[src/rtl/conv3x3_engine.sv]
// 3x3 zero-padded convolution over an image held in a source SRAM; results go to a destination SRAM.
// Each output pixel takes 9 tap reads, one drain cycle for the last read, then one write cycle.
module conv3x3_engine #(
  parameter int IMG_W = 128,
  parameter int IMG_H = 256,
  parameter int SHIFT = 4
) (
  input  logic        clk,
  input  logic        rst,
  input  logic        start,
  input  logic [35:0] coef,
  output logic        src_en,
  output logic        src_wen,
  output logic [14:0] src_addr,
  input  logic [7:0]  src_q,
  output logic        dst_en,
  output logic        dst_wen,
  output logic [14:0] dst_addr,
  output logic [7:0]  dst_d,
  output logic        busy,
  output logic        done
);

  localparam int XW = (IMG_W > 1) ? $clog2(IMG_W) : 1;
  localparam int YW = (IMG_H > 1) ? $clog2(IMG_H) : 1;

  typedef enum logic [2:0] {IDLE, READ, LAST, WRITE, DONE} state_t;

  state_t             state_q, state_d;
  logic [XW-1:0]      x_q, x_d;
  logic [YW-1:0]      y_q, y_d;
  logic [3:0]         tap_q, tap_d;
  logic [3:0]         ptap_q, ptap_d;
  logic               pv_q, pv_d;
  logic [35:0]        coef_q, coef_d;
  logic signed [15:0] acc_q, acc_d;

  logic               src_en_q, src_en_d;
  logic [14:0]        src_addr_q, src_addr_d;
  logic               dst_en_q, dst_en_d;
  logic               dst_wen_q, dst_wen_d;
  logic [14:0]        dst_addr_q, dst_addr_d;
  logic [7:0]         dst_d_q, dst_d_d;
  logic               busy_q, busy_d;
  logic               done_q, done_d;

  logic signed [8:0]  sq;
  logic signed [3:0]  c;
  logic signed [15:0] prod;
  logic signed [15:0] sh;
  int                 nx, ny, sa, da;
  logic               inb;

  always_comb begin
    state_d = state_q;
    x_d     = x_q;
    y_d     = y_q;
    tap_d   = tap_q;
    ptap_d  = tap_q;
    pv_d    = 1'b0;
    coef_d  = coef_q;
    sq      = signed'({1'b0, src_q});
    c       = coef_q[4*int'(ptap_q) +: 4];
    prod    = 16'(sq) * 16'(c);
    // pv_q marks that last cycle issued an in-bounds read, so src_q is valid now
    acc_d   = pv_q ? acc_q + prod : acc_q;

    case (state_q)
      IDLE: if (start) begin
        state_d = READ;
        x_d     = '0;
        y_d     = '0;
        tap_d   = '0;
        acc_d   = '0;
        coef_d  = coef;
      end
      READ: begin
        pv_d = src_en_q;
        if (tap_q == 4'd8) state_d = LAST;
        else tap_d = tap_q + 4'd1;
      end
      LAST:  state_d = WRITE;
      WRITE: begin
        acc_d = '0;
        tap_d = '0;
        state_d = READ;
        if (x_q == XW'(IMG_W-1)) begin
          x_d = '0;
          if (y_q == YW'(IMG_H-1)) state_d = DONE;
          else y_d = y_q + YW'(1);
        end else begin
          x_d = x_q + XW'(1);
        end
      end
      DONE:    state_d = IDLE;
      default: state_d = IDLE;
    endcase

    // outputs are decoded from the next state so they are registered yet aligned with it
    nx  = int'(x_d) + (int'(tap_d) % 3) - 1;
    ny  = int'(y_d) + (int'(tap_d) / 3) - 1;
    inb = (nx >= 0) && (nx < IMG_W) && (ny >= 0) && (ny < IMG_H);
    sa  = ny * IMG_W + nx;
    da  = int'(y_d) * IMG_W + int'(x_d);

    src_en_d   = (state_d == READ) && inb;
    src_addr_d = src_en_d ? 15'(sa) : '0;
    dst_en_d   = (state_d == WRITE);
    dst_wen_d  = !dst_en_d;
    dst_addr_d = dst_en_d ? 15'(da) : '0;

    sh = acc_d >>> SHIFT;
    if (!dst_en_d)            dst_d_d = '0;
    else if (sh < 16'sd0)     dst_d_d = 8'd0;
    else if (sh > 16'sd255)   dst_d_d = 8'd255;
    else                      dst_d_d = sh[7:0];

    busy_d = (state_d == READ) || (state_d == LAST) || (state_d == WRITE);
    done_d = (state_d == DONE);
  end

  always_ff @(posedge clk) begin
    if (rst) begin
      state_q    <= IDLE;
      x_q        <= '0;
      y_q        <= '0;
      tap_q      <= '0;
      ptap_q     <= '0;
      pv_q       <= 1'b0;
      coef_q     <= '0;
      acc_q      <= '0;
      src_en_q   <= 1'b0;
      src_addr_q <= '0;
      dst_en_q   <= 1'b0;
      dst_wen_q  <= 1'b1;
      dst_addr_q <= '0;
      dst_d_q    <= '0;
      busy_q     <= 1'b0;
      done_q     <= 1'b0;
    end else begin
      state_q    <= state_d;
      x_q        <= x_d;
      y_q        <= y_d;
      tap_q      <= tap_d;
      ptap_q     <= ptap_d;
      pv_q       <= pv_d;
      coef_q     <= coef_d;
      acc_q      <= acc_d;
      src_en_q   <= src_en_d;
      src_addr_q <= src_addr_d;
      dst_en_q   <= dst_en_d;
      dst_wen_q  <= dst_wen_d;
      dst_addr_q <= dst_addr_d;
      dst_d_q    <= dst_d_d;
      busy_q     <= busy_d;
      done_q     <= done_d;
    end
  end

  assign src_en   = src_en_q;
  assign src_wen  = 1'b1;
  assign src_addr = src_addr_q;
  assign dst_en   = dst_en_q;
  assign dst_wen  = dst_wen_q;
  assign dst_addr = dst_addr_q;
  assign dst_d    = dst_d_q;
  assign busy     = busy_q;
  assign done     = done_q;

endmodule

[config.mk]
export PLATFORM = sky130hd
export DESIGN_NAME = conv3x3_engine
export DESIGN_NICKNAME = d
export VERILOG_FILES = /design/src/rtl/conv3x3_engine.sv
export SDC_FILE = /design/constraint.sdc
export NUM_CORES = 1
export LEC_CHECK = 0
export BUFFER_PORTS_ARGS = -buffer_cell sky130_fd_sc_hd__buf_2
export CAP_MARGIN = 20
export CORE_UTILIZATION = 60
export CTS_CLUSTER_SIZE = 30
export DETAILED_ROUTE_END_ITERATION = 8
export MAX_ROUTING_LAYER = met4
export PLACE_DENSITY = 0.9
export SETUP_SLACK_MARGIN = 0.02
export SLEW_MARGIN = 30
export SYNTH_ARGS = -nofsm -noshare
export SYNTH_HDL_FRONTEND = slang
export SYNTH_SLANG_ARGS = --single-unit
[constraint.sdc]
create_clock -name clk -period 9.4 [get_ports clk]
set_input_delay 1.41 -clock clk [delete_from_list [all_inputs] [get_ports clk]]
set_output_delay 1.41 -clock clk [all_outputs]
set_load 0.03 [all_outputs]
# == Word-level counts from Yosys, hierarchy flattened ==
# Index checks and enable logic that the tools add are counted.
# totals
latchBits,0
ram_bits,0
ff_bits,122
input_bits,47
wordCells,81
mem_bits_ro,0
memories,0
output_inout_bits,44
# classes
add_sub_neg,10
shifts,1
order_cmp,6
n_eq_ne,10
mux,19
bitwise_logic,3
n_mul,1
n_div,2
n_reduce_logical,13
# ops
cell,n
"32-bit by 1-bit greater-or-equal comparator with 1-bit output, second input constant",2
"32-bit by 2-bit subtractor with 32-bit output, second input constant",2
36-bit by 7-bit variable part select with 4-bit output,1
8-bit by 32-bit adder with 32-bit output,1
9-bit by 32-bit adder with 32-bit output,1
"5-bit by 3-bit divider with 32-bit output, second input constant",1
"32-bit by 10-bit less-than comparator with 1-bit output, second input constant",1
"32-bit by 9-bit less-than comparator with 1-bit output, second input constant",1
"5-bit by 3-bit remainder unit with 32-bit output, second input constant",1
16-bit two-way mux,2
8-bit two-way mux,4
16-bit case mux with 2 select lines,1
16-bit by 13-bit adder with 16-bit output,1
8-bit case mux with 2 select lines,1
15-bit adder,1
15-bit by 7-bit adder with 15-bit output,1
7-bit two-way mux,2
7-bit case mux with 2 select lines,1
9-bit by 4-bit multiplier with 13-bit output,1
"3-bit by 2-bit equality test with 1-bit output, second input constant",4
"12-bit by 9-bit > comparator with 1-bit output, second input constant",1
"12-bit by 1-bit less-than comparator with 1-bit output, second input constant",1
3-bit two-way mux,4
3-bit case mux with 4 select lines,1
18 further kinds,28

# == Longest topological paths before layout ==
# depth
word_depth,13
ltp_mapped,34
depth_no_buf,32

# == Least setup slack after synthesis ==
# No wires, ideal clock.
# synth_timing
path_type,input to register
from,in start
to,reg src_addr_q[14] (netlist: src_addr[14])
slack_ns,2.358
t_arrival_ns,6.916
stages,28
path_buffers,0
path_cell_list,or3b_1 > a32oi_4 > inv_1 > ha_1 > a21oi_2 > nand2b_1 > mux2i_1 > ha_1 > a211oi_4 > or3b_1 > xor2_1 > a21oi_1 > ha_1 > inv_1 > ha_1 > o21ai_0 > o21ai_1 > nand2_1 > xnor2_1 > ha_1 > a21o_1 > a21o_1 > a21o_1 > a21oi_1 > o21ai_0 > xnor2_1 > xnor2_1 > nor3_1
# synth_via
elab_chain_len,12
word_cells_on_any_way,26
cone_classes,add/sub: 5; div: 2; order compare: 4; eq/ne: 1; mux: 8; bitwise: 1; reduce/logical: 5
# synth_lines
element,line_no,text
from (decl),10,"input logic start,"
4-bit two-way mux *,69,IDLE: if (start) begin
4-bit case mux with 3 select lines *,68,case (state_q)
via tap_d[1],32,"logic [3:0] tap_q, tap_d;"
5-bit by 3-bit remainder unit with 32-bit output,100,nx = int'(x_d) + (int'(tap_d) % 3) - 1;
8-bit by 32-bit adder with 32-bit output,100,
32-bit by 2-bit subtractor with 32-bit output,100,
32-bit by 1-bit greater-or-equal comparator with 1-bit output / 32-bit by 9-bit less-than comparator with 1-bit output (equally long branches),102,inb = (nx >= 0) && (nx < IMG_W) && (ny >= 0) && (ny < IMG_H);
1-bit logical AND (3 in series),102,
1-bit logical AND,106,src_en_d = (state_d == READ) && inb;
1-bit NOT (no line),--,
2-bit OR reduction (no line),--,
to (signal assigned),150,src_addr_q <= src_addr_d;
to (decl),39,"logic [14:0] src_addr_q, src_addr_d;"
# The timed path passes the listed nets; every way through them passes the cells marked *.
# A chain may end at the register's enable or synchronous reset.

# == Final worst setup path ==
# layout_timing
from,in start
to,reg src_addr_q[5] (netlist: src_addr[5])
# layout_via
elab_chain_len,12
word_cells_on_any_way,26
cone_classes,add/sub: 5; div: 2; order compare: 4; eq/ne: 1; mux: 8; bitwise: 1; reduce/logical: 5
# layout_lines
element,line_no
4-bit two-way mux,69
4-bit case mux with 3 select lines,68
5-bit by 3-bit remainder unit with 32-bit output,100
8-bit by 32-bit adder with 32-bit output,100
32-bit by 2-bit subtractor with 32-bit output,100
32-bit by 1-bit greater-or-equal comparator with 1-bit output / 32-bit by 9-bit less-than comparator with 1-bit output (equally long branches),102
1-bit logical AND (3 in series),102
1-bit logical AND,106
1-bit NOT (no line),--
2-bit OR reduction (no line),--
# Several ways; a longest one is shown, not always the timed one.

==> impl_metrics.tcl <==
set metrics [dict create \
    cts_max_level 4 \
    synth_seq_cells 122 \
    ys_warn_count 0 \
    ant_nets 0 \
    ff_latch_area_mm2 0.00244 \
    grt_use_met3 0.0549 \
    cts_tree "built" \
    ios 91 \
    worstHoldEndpoint "coef_q[1]$_SDFFE_PP0P_" \
    status "completed" \
    slew_headroom 0.352 \
    cp-start-kind "input pin" \
    leakage_nw 4.98 \
    post_cts_buffers 0 \
    stdcell_count 1442 \
    dieArea_mm2 0.0163 \
    worstMarginPinSlew_ns 0.970 \
    synthesis.area_mm2 0.00947 \
    synth-edff-count 0 \
    die_w_um 128 \
    most-common-layout-cells "nand2_1 (151), dfxtp_1 (122), nor2_1 (103)" \
    hold_class "register to register" \
    dpl-instance-area_mm2 0.00999 \
    firstDrtPassIters 6 \
    crit_fanout 16 \
    via_count 8697 \
    met2_usage 0.545 \
    reg2reg_depth 26 \
    grt_start_max_net_pins 69 \
    cts.hold.buffers_added 0 \
    min_path_cells 2 \
    synth_cell_types 80 \
    cts_buffer_depth 2 \
    avgViaCountPerCell 6.03 \
    timing.setup.tns_ns 0 \
    grt_most_used_layer "met2" \
    r2r_start "ptap_d[0]$_SDFF_PP0_" \
    synthArstFlopShare 0 \
    path_class "input pin to register" \
    cp.arrival_ns 8.78 \
    drive_gt1_frac 0.137 \
    cp-end-kind "register" \
    multi_input_area_mm2 0.00644 \
    wl_per_cell_um 17.2 \
    place_inst 1409 \
    grt-ovfl-total 0 \
    min_from "coef_q[1]$_SDFFE_PP0P_" \
    start_util 0.618 \
    timing.final.crit_share 0.901 \
    die_h_um 128 \
    final_common_cell "nand2_1" \
    irDropWorstVdd_mv 0.132 \
    port_buffers 89 \
    post-dp-hpwl_mm 17.9 \
    syn2layout_area_growth_pct 12.1 \
    diodes 0 \
    grt_pass1_wl_mm 40.8 \
    antenna_found_initial 0 \
    globalRouteTotalUtil 0.326 \
    rr_endpoint "src_addr[5]$_SDFF_PP0_" \
    cts_root_buffer "clkbuf_16" \
    avgSynthCellArea_um2 8.20 \
    clk_pin_slew_ns 0.06 \
    met1_usage 0.384 \
    fin_area_mm2 0.0106 \
    gp_congestion 0.948 \
    drcViolationCount 0 \
    fillerInstances 1159 \
    grt_setup_unrepaired "no" \
    synth_seq_area_share 0.258 \
    nets 1390 \
    p_per_area_mw_per_mm2 146 \
    regToRegSetupSlack_ns 1.26 \
    hold_viol 0 \
    syn_nets 1326 \
    cts.sinks 122 \
    core_area_mm2 0.0153 \
    cp.required_ns 9.72 \
    cts_resized 0 \
    setup_viol 0 \
    yosys_most_used_dff "dfxtp_1" \
    skew_ns 0.00767 \
    synthCells 1154 \
    max-cap-violations 0 \
    period_needed_ns 8.47 \
    cts_buffers 17 \
    fmax_mhz 118 \
    rows 45 \
    drv_slew 0 \
    grt_pass1_vias 8379 \
    clk_latency_ns 0.43 \
    drt-total-wl_mm 24.8 \
    drt_iter0_drc 670 \
]
-- power breakdown --
part	internal [W]	switching, W	leakage (nW)
sequential	0.000529	0.00000852	0.989
clock	0.000424	0.000252	0.292
combinational	0.000138	0.000197	3.70
-- layer usage --
| layer | part of all wire | wire length (um) |
|---|---|---|
| met3 | 0.062 | 1540 |
| met1 | 0.41 | 10100 |
| met2 | 0.50 | 12300 |
| met4 | 0.036 | 887 |
| met5 | 0 | 0 |
-- through the flow --
| stage | setup slack [ns] | total power (W) | hold slack [ns] | util |
|---|---|---|---|---|
| 4_1_cts | 1.10 | 0.00155 | 0.454 | 0.692 |
| 3_3_place_gp | 1.12 | 0.000867 | 0.439 | 0.652 |
| 2_1_floorplan | 2.36 | 0.000805 | 0.433 | - |
| 3_5_place_dp | 0.763 | 0.000874 | 0.446 | 0.652 |
| 6_report | 0.934 | 0.00155 | 0.455 | 0.693 |
| 5_1_grt | 0.138 | 0.00161 | 0.479 | 0.693 |
-- Yosys cell counts, types with 10 or more instances --
cell      instances  area [um^2]
a211oi_1         18          135
clkbuf_1         33          124
nor3_1           17         85.1
o21ai_0          46          230
nor3b_1          10         75.1
nand2_1         151          567
dfxtp_1         122         2440
inv_1            97          364
fa_1             26          521
nand3_1          18         90.1
xnor2_1          31          272
a21o_1           22          165
nor2b_1          15         93.8
xor2_1           14          123
and2_1           19          119
nand4_1          12         75.1
mux2i_1          21          210
a21oi_1          85          425
ha_1             99         1240
o211ai_1         18          135
nor2_1          103          387
nand2b_1         16          100
-- cell type report --
type / count / area share
Clock buffer: 18 / 0.0414
Clock inverter: 14 / 0.0162
Inverter: 98 / 0.0347
Multi-Input combinational cell: 885 / 0.607
Sequential cell: 122 / 0.230
Tap cell: 211 / 0.0249
Timing Repair Buffer: 94 / 0.0459
-- critical path: stages --
cell and delay [ns]:
buf_2 0.12, nor2b_1 0.21, o21ai_0 0.14, a2bb2oi_1 0.28, nand2_1 0.27, inv_1 0.13
ha_1 0.47, inv_1 0.19, ha_1 0.36, nor2b_1 0.34, o21ai_0 0.30, a21oi_1 0.25
nand3_1 0.35, nand2_1 0.48, inv_1 0.11, ha_1 0.42, a2111oi_0 0.44, o21ai_1 0.25
nand4_1 0.22, a31oi_2 0.17, a221oi_2 0.34, mux2i_1 0.17, a2111oi_4 0.32, nand4_2 0.54
nor4_1 0.46
-- worst max-delay path by stage --
stage / start / to / slack, ns
4_1_cts: start / src_addr[5]$_SDFF_PP0_ / 1.10
5_1_grt: start / src_addr[5]$_SDFF_PP0_ / 0.14
6_report: start / src_addr[5]$_SDFF_PP0_ / 0.93
2_1_floorplan: start / src_addr[14]$_SDFF_PP0_ / 2.36
3_5_place_dp: start / src_addr[5]$_SDFF_PP0_ / 0.76
3_3_place_gp: start / src_addr[5]$_SDFF_PP0_ / 1.12
-- kinds of logic after synthesis --
logic type	share of synthesized area
adder cells (fa/ha/maj)	0.186
flip-flops	0.258
AND/OR/NAND/NOR	0.211
XOR/XNOR	0.0445
multiplexers	0.0460
buffers and inverters	0.0636
AO/OA/AOI/OAI	0.190
other	0.000396
-- sequential cells by signal (all words and copies together) (netlist names) --
register  cells
dst_en        1
src_addr     15
coef_q       36
dst_addr     15
busy          1
src_en        1
acc_q        16
x_q           7
state_q       3
dst_d         8
dst_wen       1
done          1
pv_q          1
ptap_d        4
ptap_q        4
y_q           8
(Power assumes the default switching activity.)
